==> src/rtl/reflet_pkg.sv <==
// rtl/reflet_pkg.sv - shared opcodes, register indices, SR bits and FSM states for the Reflet core
package reflet_pkg;

  typedef enum logic [2:0] {
    S_FETCH,
    S_DECODE,
    S_EXEC,
    S_MEMWAIT,
    S_HALT
  } state_t;

  localparam logic [3:0] OP_SYS  = 4'h0;
  localparam logic [3:0] OP_SET  = 4'h1;
  localparam logic [3:0] OP_READ = 4'h2;
  localparam logic [3:0] OP_CPY  = 4'h3;
  localparam logic [3:0] OP_ADD  = 4'h4;
  localparam logic [3:0] OP_SUB  = 4'h5;
  localparam logic [3:0] OP_AND  = 4'h6;
  localparam logic [3:0] OP_OR   = 4'h7;
  localparam logic [3:0] OP_XOR  = 4'h8;
  localparam logic [3:0] OP_NOT  = 4'h9;
  localparam logic [3:0] OP_LSL  = 4'hA;
  localparam logic [3:0] OP_LSR  = 4'hB;
  localparam logic [3:0] OP_EQ   = 4'hC;
  localparam logic [3:0] OP_LES  = 4'hD;
  localparam logic [3:0] OP_STR  = 4'hE;
  localparam logic [3:0] OP_LOAD = 4'hF;

  // Low nibble of the OP_SYS group selects the system instruction
  localparam logic [3:0] SYS_NOP    = 4'h0;
  localparam logic [3:0] SYS_JIF    = 4'h1;
  localparam logic [3:0] SYS_CALL   = 4'h2;
  localparam logic [3:0] SYS_RET    = 4'h3;
  localparam logic [3:0] SYS_PUSH   = 4'h4;
  localparam logic [3:0] SYS_POP    = 4'h5;
  localparam logic [3:0] SYS_RETINT = 4'h6;
  localparam logic [3:0] SYS_QUIT   = 4'h7;
  localparam logic [3:0] SYS_DEBUG  = 4'h8;

  localparam logic [3:0] R_WR  = 4'd0;
  localparam logic [3:0] R_SR  = 4'd12;
  localparam logic [3:0] R_SP  = 4'd13;
  localparam logic [3:0] R_PC  = 4'd14;
  localparam logic [3:0] R_IRA = 4'd15;

  localparam int SR_CMP     = 0;
  localparam int SR_INT     = 1;
  localparam int SR_MASK_LO = 4;

  function automatic logic [1:0] lowest_set(input logic [3:0] v);
    logic [1:0] k;
    k = 2'd0;
    for (int i = 3; i >= 0; i--) begin
      if (v[i]) k = 2'(i);
    end
    return k;
  endfunction

endpackage

==> src/rtl/reflet_alu.sv <==
// rtl/reflet_alu.sv - combinational arithmetic/logic/shift unit and comparison flag
module reflet_alu
  import reflet_pkg::*;
#(
  parameter int wordsize = 8
) (
  input  logic [3:0]          op,
  input  logic [wordsize-1:0] a,
  input  logic [wordsize-1:0] b,
  output logic [wordsize-1:0] result,
  output logic                cmp
);

  localparam logic [wordsize-1:0] shift_limit = wordsize'(wordsize);

  always_comb begin
    result = '0;
    case (op)
      OP_ADD:  result = a + b;
      OP_SUB:  result = a - b;
      OP_AND:  result = a & b;
      OP_OR:   result = a | b;
      OP_XOR:  result = a ^ b;
      OP_NOT:  result = ~b;
      OP_LSL:  result = (b >= shift_limit) ? '0 : (a << b);
      OP_LSR:  result = (b >= shift_limit) ? '0 : (a >> b);
      default: result = '0;
    endcase
  end

  always_comb begin
    cmp = 1'b0;
    if (op == OP_EQ) cmp = (a == b);
    else if (op == OP_LES) cmp = (a < b);
  end

endmodule

==> src/rtl/reflet_cpu.sv <==
// rtl/reflet_cpu.sv - multi-cycle Reflet accumulator core with one synchronous memory port
// and four rising-edge interrupts vectored to 4*(k+1).
module reflet_cpu
  import reflet_pkg::*;
#(
  parameter int wordsize = 8
) (
  input  logic                clk,
  input  logic                reset,
  input  logic                enable,
  output logic                quit,
  output logic                debug,
  input  logic [wordsize-1:0] data_in,
  output logic [wordsize-1:0] addr,
  output logic [wordsize-1:0] data_out,
  output logic                write_en,
  input  logic [3:0]          ext_int
);

  localparam logic [wordsize-1:0] one = wordsize'(1);

  state_t state, state_next;
  logic [wordsize-1:0] regs [16];
  logic [7:0] ir;
  logic [3:0] ext_prev, pend, rise, clear;
  logic [3:0] opcode, n;
  logic [wordsize-1:0] wr, sr, sp, pc, ira, rn;
  logic [wordsize-1:0] alu_result;
  logic alu_cmp;
  logic [3:0] int_ready;
  logic int_take;
  logic [1:0] int_k;
  logic [4:0] int_vec;

  assign opcode = ir[7:4];
  assign n      = ir[3:0];
  assign wr     = regs[R_WR];
  assign sr     = regs[R_SR];
  assign sp     = regs[R_SP];
  assign pc     = regs[R_PC];
  assign ira    = regs[R_IRA];
  assign rn     = regs[n];

  assign int_ready = pend & sr[SR_MASK_LO +: 4];
  assign int_take  = (state == S_FETCH) && !sr[SR_INT] && (|int_ready);
  assign int_k     = lowest_set(int_ready);
  assign int_vec   = {3'(int_k) + 3'd1, 2'b00};

  // Edge capture runs regardless of enable; a new edge wins over the clear of its own bit
  assign rise  = ext_int & ~ext_prev;
  assign clear = (enable && int_take) ? (4'b0001 << int_k) : 4'b0000;

  reflet_alu #(.wordsize(wordsize)) u_alu (
    .op    (opcode),
    .a     (wr),
    .b     (rn),
    .result(alu_result),
    .cmp   (alu_cmp)
  );

  always_ff @(posedge clk) begin
    if (reset) state <= S_FETCH;
    else if (enable) state <= state_next;
  end

  always_comb begin
    state_next = state;
    addr       = pc;
    data_out   = '0;
    write_en   = 1'b0;
    debug      = 1'b0;
    case (state)
      S_FETCH: begin
        if (!int_take) state_next = S_DECODE;
      end
      S_DECODE: state_next = S_EXEC;
      S_EXEC: begin
        state_next = S_FETCH;
        case (opcode)
          OP_STR: begin
            addr     = rn;
            data_out = wr;
            write_en = 1'b1;
          end
          OP_LOAD: begin
            addr       = rn;
            state_next = S_MEMWAIT;
          end
          OP_SYS: begin
            case (n)
              SYS_CALL: begin
                addr     = sp - one;
                data_out = pc;
                write_en = 1'b1;
              end
              SYS_PUSH: begin
                addr     = sp - one;
                data_out = wr;
                write_en = 1'b1;
              end
              SYS_RET, SYS_POP: begin
                addr       = sp;
                state_next = S_MEMWAIT;
              end
              SYS_QUIT:  state_next = S_HALT;
              SYS_DEBUG: debug = 1'b1;
              default:   state_next = S_FETCH;
            endcase
          end
          default: state_next = S_FETCH;
        endcase
      end
      // Address stays on the operand so read data is stable even while frozen
      S_MEMWAIT: begin
        addr       = (opcode == OP_LOAD) ? rn : sp;
        state_next = S_FETCH;
      end
      S_HALT:  state_next = S_HALT;
      default: state_next = S_FETCH;
    endcase
  end

  always_ff @(posedge clk) begin
    if (reset) begin
      for (int i = 0; i < 16; i++) regs[i] <= '0;
      ir       <= '0;
      ext_prev <= '0;
      pend     <= '0;
      quit     <= 1'b0;
    end else begin
      ext_prev <= ext_int;
      pend     <= (pend & ~clear) | rise;
      if (enable) begin
        case (state)
          S_FETCH: begin
            if (int_take) begin
              regs[R_IRA]         <= pc;
              regs[R_PC]          <= wordsize'(int_vec);
              regs[R_SR][SR_INT]  <= 1'b1;
            end
          end
          S_DECODE: begin
            ir         <= data_in[7:0];
            regs[R_PC] <= pc + one;
          end
          S_EXEC: begin
            case (opcode)
              OP_SET:  regs[R_WR] <= wordsize'(n);
              OP_READ: regs[R_WR] <= rn;
              OP_CPY:  regs[n] <= wr;
              OP_ADD, OP_SUB, OP_AND, OP_OR, OP_XOR, OP_NOT, OP_LSL, OP_LSR:
                regs[R_WR] <= alu_result;
              OP_EQ, OP_LES: regs[R_SR][SR_CMP] <= alu_cmp;
              OP_SYS: begin
                case (n)
                  SYS_NOP: ;
                  SYS_JIF: if (sr[SR_CMP]) regs[R_PC] <= wr;
                  SYS_CALL: begin
                    regs[R_SP] <= sp - one;
                    regs[R_PC] <= wr;
                  end
                  SYS_PUSH: regs[R_SP] <= sp - one;
                  SYS_RETINT: begin
                    regs[R_PC]         <= ira;
                    regs[R_SR][SR_INT] <= 1'b0;
                  end
                  SYS_QUIT: quit <= 1'b1;
                  default: ;
                endcase
              end
              default: ;
            endcase
          end
          S_MEMWAIT: begin
            if (opcode == OP_LOAD) begin
              regs[R_WR] <= data_in;
            end else begin
              if (n == SYS_RET) regs[R_PC] <= data_in;
              else regs[R_WR] <= data_in;
              regs[R_SP] <= sp + one;
            end
          end
          default: ;
        endcase
      end
    end
  end

endmodule

==> config.mk <==
export PLATFORM = sky130hd
export DESIGN_NAME = reflet_cpu
export DESIGN_NICKNAME = d
export VERILOG_FILES = /design/src/rtl/reflet_pkg.sv /design/src/rtl/reflet_alu.sv /design/src/rtl/reflet_cpu.sv
export SDC_FILE = /design/constraint.sdc
export NUM_CORES = 1
export LEC_CHECK = 0
export ABC_AREA = 1
export ABC_CLOCK_PERIOD_IN_PS = 4380
export BUFFER_PORTS_ARGS = -buffer_cell sky130_fd_sc_hd__buf_2
export CORE_MARGIN = 2
export CORE_UTILIZATION = 46
export DETAILED_ROUTE_END_ITERATION = 12
export PLACE_DENSITY = 0.73
export SLEW_MARGIN = 20
export SYNTH_ARGS = -nofsm -noshare
export SYNTH_HDL_FRONTEND = slang
export SYNTH_SLANG_ARGS = --single-unit
==> constraint.sdc <==
create_clock -name clk -period 4.38 [get_ports clk]
set_input_delay 0.438 -clock clk [delete_from_list [all_inputs] [get_ports clk]]
set_output_delay 0.438 -clock clk [all_outputs]
set_load 0.02 [all_outputs]
==> impl_metrics.yaml, run 1 <==
cells_and_area:
  area_delta_synth_final_pct: 9.47
  nets: 1397
  final_cells: 1640
  drive_gt1_share_pct: 9.93
  final_cell_mix: "nand2_1 (255), nor2_1 (208), inv_1 (132), edfxtp_1 (128), nand3_1 (117)"
  fin_area_um2: 11200
  num_antenna_cells: 0
  fin_util_pct: 51.3
  mostFrequentLayoutCell: "nand2_1"
clock_tree:
  hold_buffers: 0
  cts.sinks: 152
  worst_skew_pair.late_latency_ns: 0.44
  cts_tree: "yes"
  cts_setup_buffers: 0
  root_buffer: "clkbuf_16"
  cts_resized: 0
  clockBufferDepth: 2
  cts_buffers: 17
  h-tree-depth: 4
  cts.clk_slew.worst_paths_ns: 0.07
detailed_routing:
  wirelength_um: 35400
  viasPerCell: 6.07
  drc: 0
  route.vias.total: 9955
  ant_nets: 0
  drt-pass1-iter-count: 7
  routedWlPerCell_um: 21.6
  drt_iter0_markers: 1494
floorplanning:
  die_area_um2: 23400
  io_pins: 34
  die_height_um: 153
  die_x_um: 153
  row_count: 54
  initial_core_util_pct: 46.8
  core_um2: 21800
sta:
  min_period_ns: 4.03
  min_period_over_period_pct: 92.1
  slew_viol_final: 0
  grt_setup_unrepaired: "no"
  clock.fmax_mhz: 248
  holdWs_ns: 0.210
  finalHoldViolCount: 0
  worst_pin_slew_ns: 1.01
  max_slew_margin_pct: 32.4
  finalClockSkew_ns: 0.0115
  setup_viol: 0
  finalSetupTns_ns: 0
  setup_slack_ns: 0.346
power:
  power_frac_comb_pct: 21.2
  switching_share_pct: 33.0
  pwr-share-clk_pct: 37.2
  total_power_mw: 4.05
  cellLeakagePower_nw: 4.46
  power-per-cell-area_nw_per_um2: 363
  p_switching_mw: 1.33
  p_int_mw: 2.71
  pwr-share-seq_pct: 41.6
  ir_worst_vdd_uv: 262
worst_setup_path:
  max_stage_delay_ns: 0.62
  critPathMaxFanout: 53
  worstPathCellList: "inv_2, nand2_1, nand2_1, nand2_1, nand3_1, nand3_1, nand2_1, inv_1, ha_1, inv_1, a21oi_1, or2_2, nand2_1, nand2_1, nand2_1, nand2_1, nand2_1, o21ai_0, nor2_1, nand3_1, nand2_1, a21oi_1"
  crit_path_start_kind: "flip-flop"
  crit_type: "flip-flop to flip-flop"
  cp.required_ns: 4.67
  path_common_cell: "nand2_1"
  end_kind: "flip-flop"
  arrival_ns: 4.33
  slowest_stage: "inv_2"
global_routing:
  gr-usage-all-layers_pct: 30.0
  grt_overflow: 0
  antenna_found_initial: 0
  grt_pass1_vias: 9297
  grt_pass1_wl_um: 53900
  grt_max_degree: 76
synthesis:
  yosysWarnings: 0
  syn-num-nets: 1378
  synth.cell_area_um2: 10200
  ys_types: 54
  async_reset_ff_share_pct: 0
  synth-edff-count: 128
  syn_inst: 1328
  synth_seq_cells: 152
  yosysSeqAreaShare_pct: 42.4
  syn_area_per_cell_um2: 7.67
  synth_flop_cell: "edfxtp_1"
placed_design:
  dp_hpwl_um: 25400
  portBuffers: 33
  pre_cts_ws_ns: 0.555
  dp.cells: 1608
  gp_congestion: 1.00
  dpl-instance-area_um2: 10600
outcome:
  status: "finished, final reports clean"
hold_path:
  min_from: "ext_int[3]"
  hold_path.class: "input port to flip-flop"
job:
  cap_violations: 0
worst paths after layout:
kind                  to  cells after the start  slack (ns)
max           regs[0][6]                     22        0.35
min          ext_prev[3]                      3        0.21
max reg2reg   regs[0][6]                     22        0.35
min reg2reg         quit                      2        0.46
cell usage after synthesis (4+ instances only):
cell type    n  share of area, %
nor2_1     208               7.7
xor2_1       8              0.69
a221oi_1     6              0.52
or2_2        5              0.31
nor3_1      22               1.1
buf_2       17              0.83
edfxtp_1   128                38
clkbuf_1    22              0.81
nor2_4       4              0.44
nor4_1       5              0.31
o2111ai_1    6              0.52
inv_2       15              0.55
a31oi_1      6              0.37
buf_6        9              0.99
o211ai_1    15               1.1
nand3_1    117               5.7
a21oi_1     71               3.5
ha_1        33               4.1
o22ai_1     32               2.0
nand2_1    255               9.4
dfxtp_1     24               4.7
nand2_2      8              0.49
inv_1      132               4.9
nand4_1     15              0.92
o21ai_0     77               3.8
clkinv_1     8              0.29
o21ai_1     17              0.83
nand3_2      5              0.49
xnor2_1      4              0.34
o221ai_1    11              0.95
nor2_2       6              0.37
flip-flops by register name (all words and copies together), names as in the netlist, named ones only:
| name | cells |
|---|---|
| ext_prev | 4 |
| ir | 8 |
| pend | 4 |
| quit | 1 |
| regs | 128 |
| state | 3 |
routing by layer:
metal	track usage, %	vias up	part of all wire [%]
li1	-	4582	-
met1	42.7	4638	40
met2	44.7	639	44
met3	6.29	96	12
met4	11.9	0	4.0
met5	0	-	0
final cells by class:
cell class | instances | area [um2]
flip-flops and latches | 152 | 4330
well taps | 280 | 350
multi-input cells | 967 | 4970
repair buffers | 54 | 335
clock inverters | 15 | 166
clock buffers | 17 | 425
inverters | 155 | 582
fillers | 2160 | 10600
kinds of logic after synthesis:
logic type / after synthesis / synth area share (%)
compound gates: 263 / 15.3
simple gates: 657 / 28.0
fa+ha+maj: 35 / 4.44
flops: 152 / 42.4
xor+xnor: 12 / 1.03
buf+inv: 209 / 8.79
critical path, delay by kind of cell (launching register included):
| family | cells | cell delay [ns] |
|---|---|---|
| adders and majority gates | 1 | 0.48 |
| AOI/OAI and AO/OA | 3 | 0.58 |
| buffers and inverters | 3 | 0.88 |
| DFF | 1 | 0.34 |
| and+or+nand+nor | 15 | 1.57 |
power by group through the flow:
stage          Combinational [mW]  Clock (mW)  Sequential [mW]
2_1_floorplan               0.608           0             1.68
3_3_place_gp                0.830           0             1.71
3_5_place_dp                0.831           0             1.71
4_1_cts                     0.835        1.50             1.68
5_1_grt                     0.928        1.57             1.69
6_report                    0.858        1.50             1.68
Note: power is estimated with default switching activity, not from simulation.
==> run 2: changes to the inputs <==
- ABC_CLOCK_PERIOD_IN_PS: 4380 -> 4250
- clock period: 4.38 -> 4.25 ns (I/O delays scaled with it)
==> run 2 against run 1 <==
  * Worst setup slack worse by 0.034 ns
  * Largest power group unchanged
  * Critical path type is now flip-flop to output port
  * Power up 4.6%
  * Clock power up 6%
==> impl_metrics.yaml, run 2 (synthesis gave the netlist of run 1 again) <==
worst_setup_path:
  arrival_ns: 3.51
  rr_worst_depth: 24
  cp.required_ns: 3.83
  r2r_slack_ns: 0.62
  crit_path_start_kind: "flip-flop"
  end_kind: "output port"
  reg2reg_to: "regs[0][6]"
  critPathMaxFanout: 8
  crit_type: "flip-flop to output port"
clock_tree:
  cts.sinks: 152
  cts_resized: 0
  cts_setup_buffers: 0
  cts_tree: "yes"
  cts.clk_slew.worst_paths_ns: 0.07
  h-tree-depth: 4
  root_buffer: "clkbuf_16"
  worst_skew_pair.late_latency_ns: 0.44
  clockBufferDepth: 2
  hold_buffers: 0
  cts_buffers: 17
cells_and_area:
  drive_gt1_share_pct: 10.9
  area_delta_synth_final_pct: 10.7
  num_antenna_cells: 0
  fin_util_pct: 51.8
  nets: 1410
  final_cell_mix: "nand2_1 (255), nor2_1 (208), inv_1 (132), edfxtp_1 (128), nand3_1 (117)"
  mostFrequentLayoutCell: "nand2_1"
  multi_input_comb_area_um2: 4980
  largest_reg_flops: 128
  largestRegisters: "regs: 128 flops, ir: 8 flops"
  nFillCells: 2100
  regArea_um2: 4330
  top_register: "regs"
hold_path:
  hold_path.class: "input port to flip-flop"
  min_from: "ext_int[2]"
  min_delay_path_depth: 3
  min_to: "ext_prev[2]"
detailed_routing:
  drt-pass1-iter-count: 9
  drc: 0
  drt_iter0_markers: 1352
  route.vias.total: 10000
  viasPerCell: 6.07
  wirelength_um: 36000
  routedWlPerCell_um: 21.8
  ant_nets: 0
power:
  cellLeakagePower_nw: 4.54
  power-per-cell-area_nw_per_um2: 375
  ir_worst_vdd_uv: 297
placed_design:
  dp_hpwl_um: 26600
  portBuffers: 33
  gp_congestion: 1.01
job:
  cap_violations: 0
global_routing:
  grt_pass1_wl_um: 55000
  grt_max_degree: 44
  gr-usage-all-layers_pct: 30.6
  grt_pass1_vias: 9158
  antenna_found_initial: 0
  grt_overflow: 0
sta:
  min_period_over_period_pct: 92.7
  slew_viol_final: 0
  max_slew_margin_pct: 23.0
  worst_pin_slew_ns: 1.15
  clock.fmax_mhz: 254
  grt_setup_unrepaired: "no"
  min_period_ns: 3.94
  finalClockSkew_ns: 0.00752
  finalSetupTns_ns: 0
  setup_viol: 0
  finalHoldViolCount: 0
outcome:
  status: "finished, final reports clean"
floorplanning:
  die_x_um: 153
  die_area_um2: 23400
  core_um2: 21800
  initial_core_util_pct: 46.8
  die_height_um: 153
  row_count: 54
  io_pins: 34
run 2: cell count changes in the layout (fill, tap and decap cells not counted), sizes merged:
cell | previous run | this run
buf | 54 | 67
clkbuf | 17 | 18
clkinv | 12 | 10
clkinvlp | 3 | 1
inv | 153 | 156
run 2: layout make-up:
cell class / count / area share [%]
tap: 280 / 3.11
clock inverter: 14 / 1.59
multi-input combinational: 967 / 44.1
inverter: 155 / 5.16
clock buffer: 18 / 3.81
timing repair buffer: 67 / 3.84
sequential: 152 / 38.4
run 2: power by group:
| group | internal [mW] | switching, mW | leakage (nW) |
|---|---|---|---|
| Sequential | 1.68 | 0.0579 | 1.52 |
| Combinational | 0.254 | 0.659 | 2.73 |
| Clock | 0.894 | 0.692 | 0.295 |
| Total | 2.83 | 1.41 | 4.54 |
run 2: worst max-delay path by stage:
stage	end	cells after the start	slack [ns]	from
floorplan	regs[0][6]	23	1.18	flip-flop
global placement	regs[0][5]	21	0.64	flip-flop
detailed placement	regs[0][6]	24	0.68	flip-flop
CTS	addr[1]	13	0.49	ir[2]
global route	addr[1]	13	0.22	ir[2]
finish	addr[1]	13	0.31	ir[2]
run 2: layer usage:
metal / routed length, um / vias up / GRT usage (%)
met1: 15000 / 4660 / 45.4
met5: 0 / - / 0
met2: 15200 / 677 / 44.5
li1: - / 4609 / -
met3: 4320 / 93 / 4.85
met4: 1480 / 0 / 12.8
run 2: worst max-delay path: stages, from the launching register on:
cell      delay, ns
dfxtp_1        0.47
inv_1          0.13
nor2_2         0.39
inv_1          0.14
nor2_1         0.23
nor2_1         0.19
nor2_1         0.19
nor2_1         0.09
nor2_1         0.37
o21ai_0        0.27
nor2_1         0.16
a221oi_1       0.08
o221ai_1       0.15
buf_2          0.22
run 2: per-stage QoR:
step / worst slack [ns] / power (mW) / instances / area, um2 / hold slack [ns]
finish: 0.312 / 4.23 / 1653 / 11300 / 0.196
global route: 0.222 / 4.37 / 1653 / 11300 / 0.201
CTS: 0.489 / 4.21 / 1653 / 11300 / 0.194
detailed placement: 0.679 / 2.65 / 1621 / 10700 / 0.455
global placement: 0.639 / 2.65 / 1621 / 10700 / 0.439
floorplan: 1.18 / 2.36 / 1328 / 10200 / 0.459
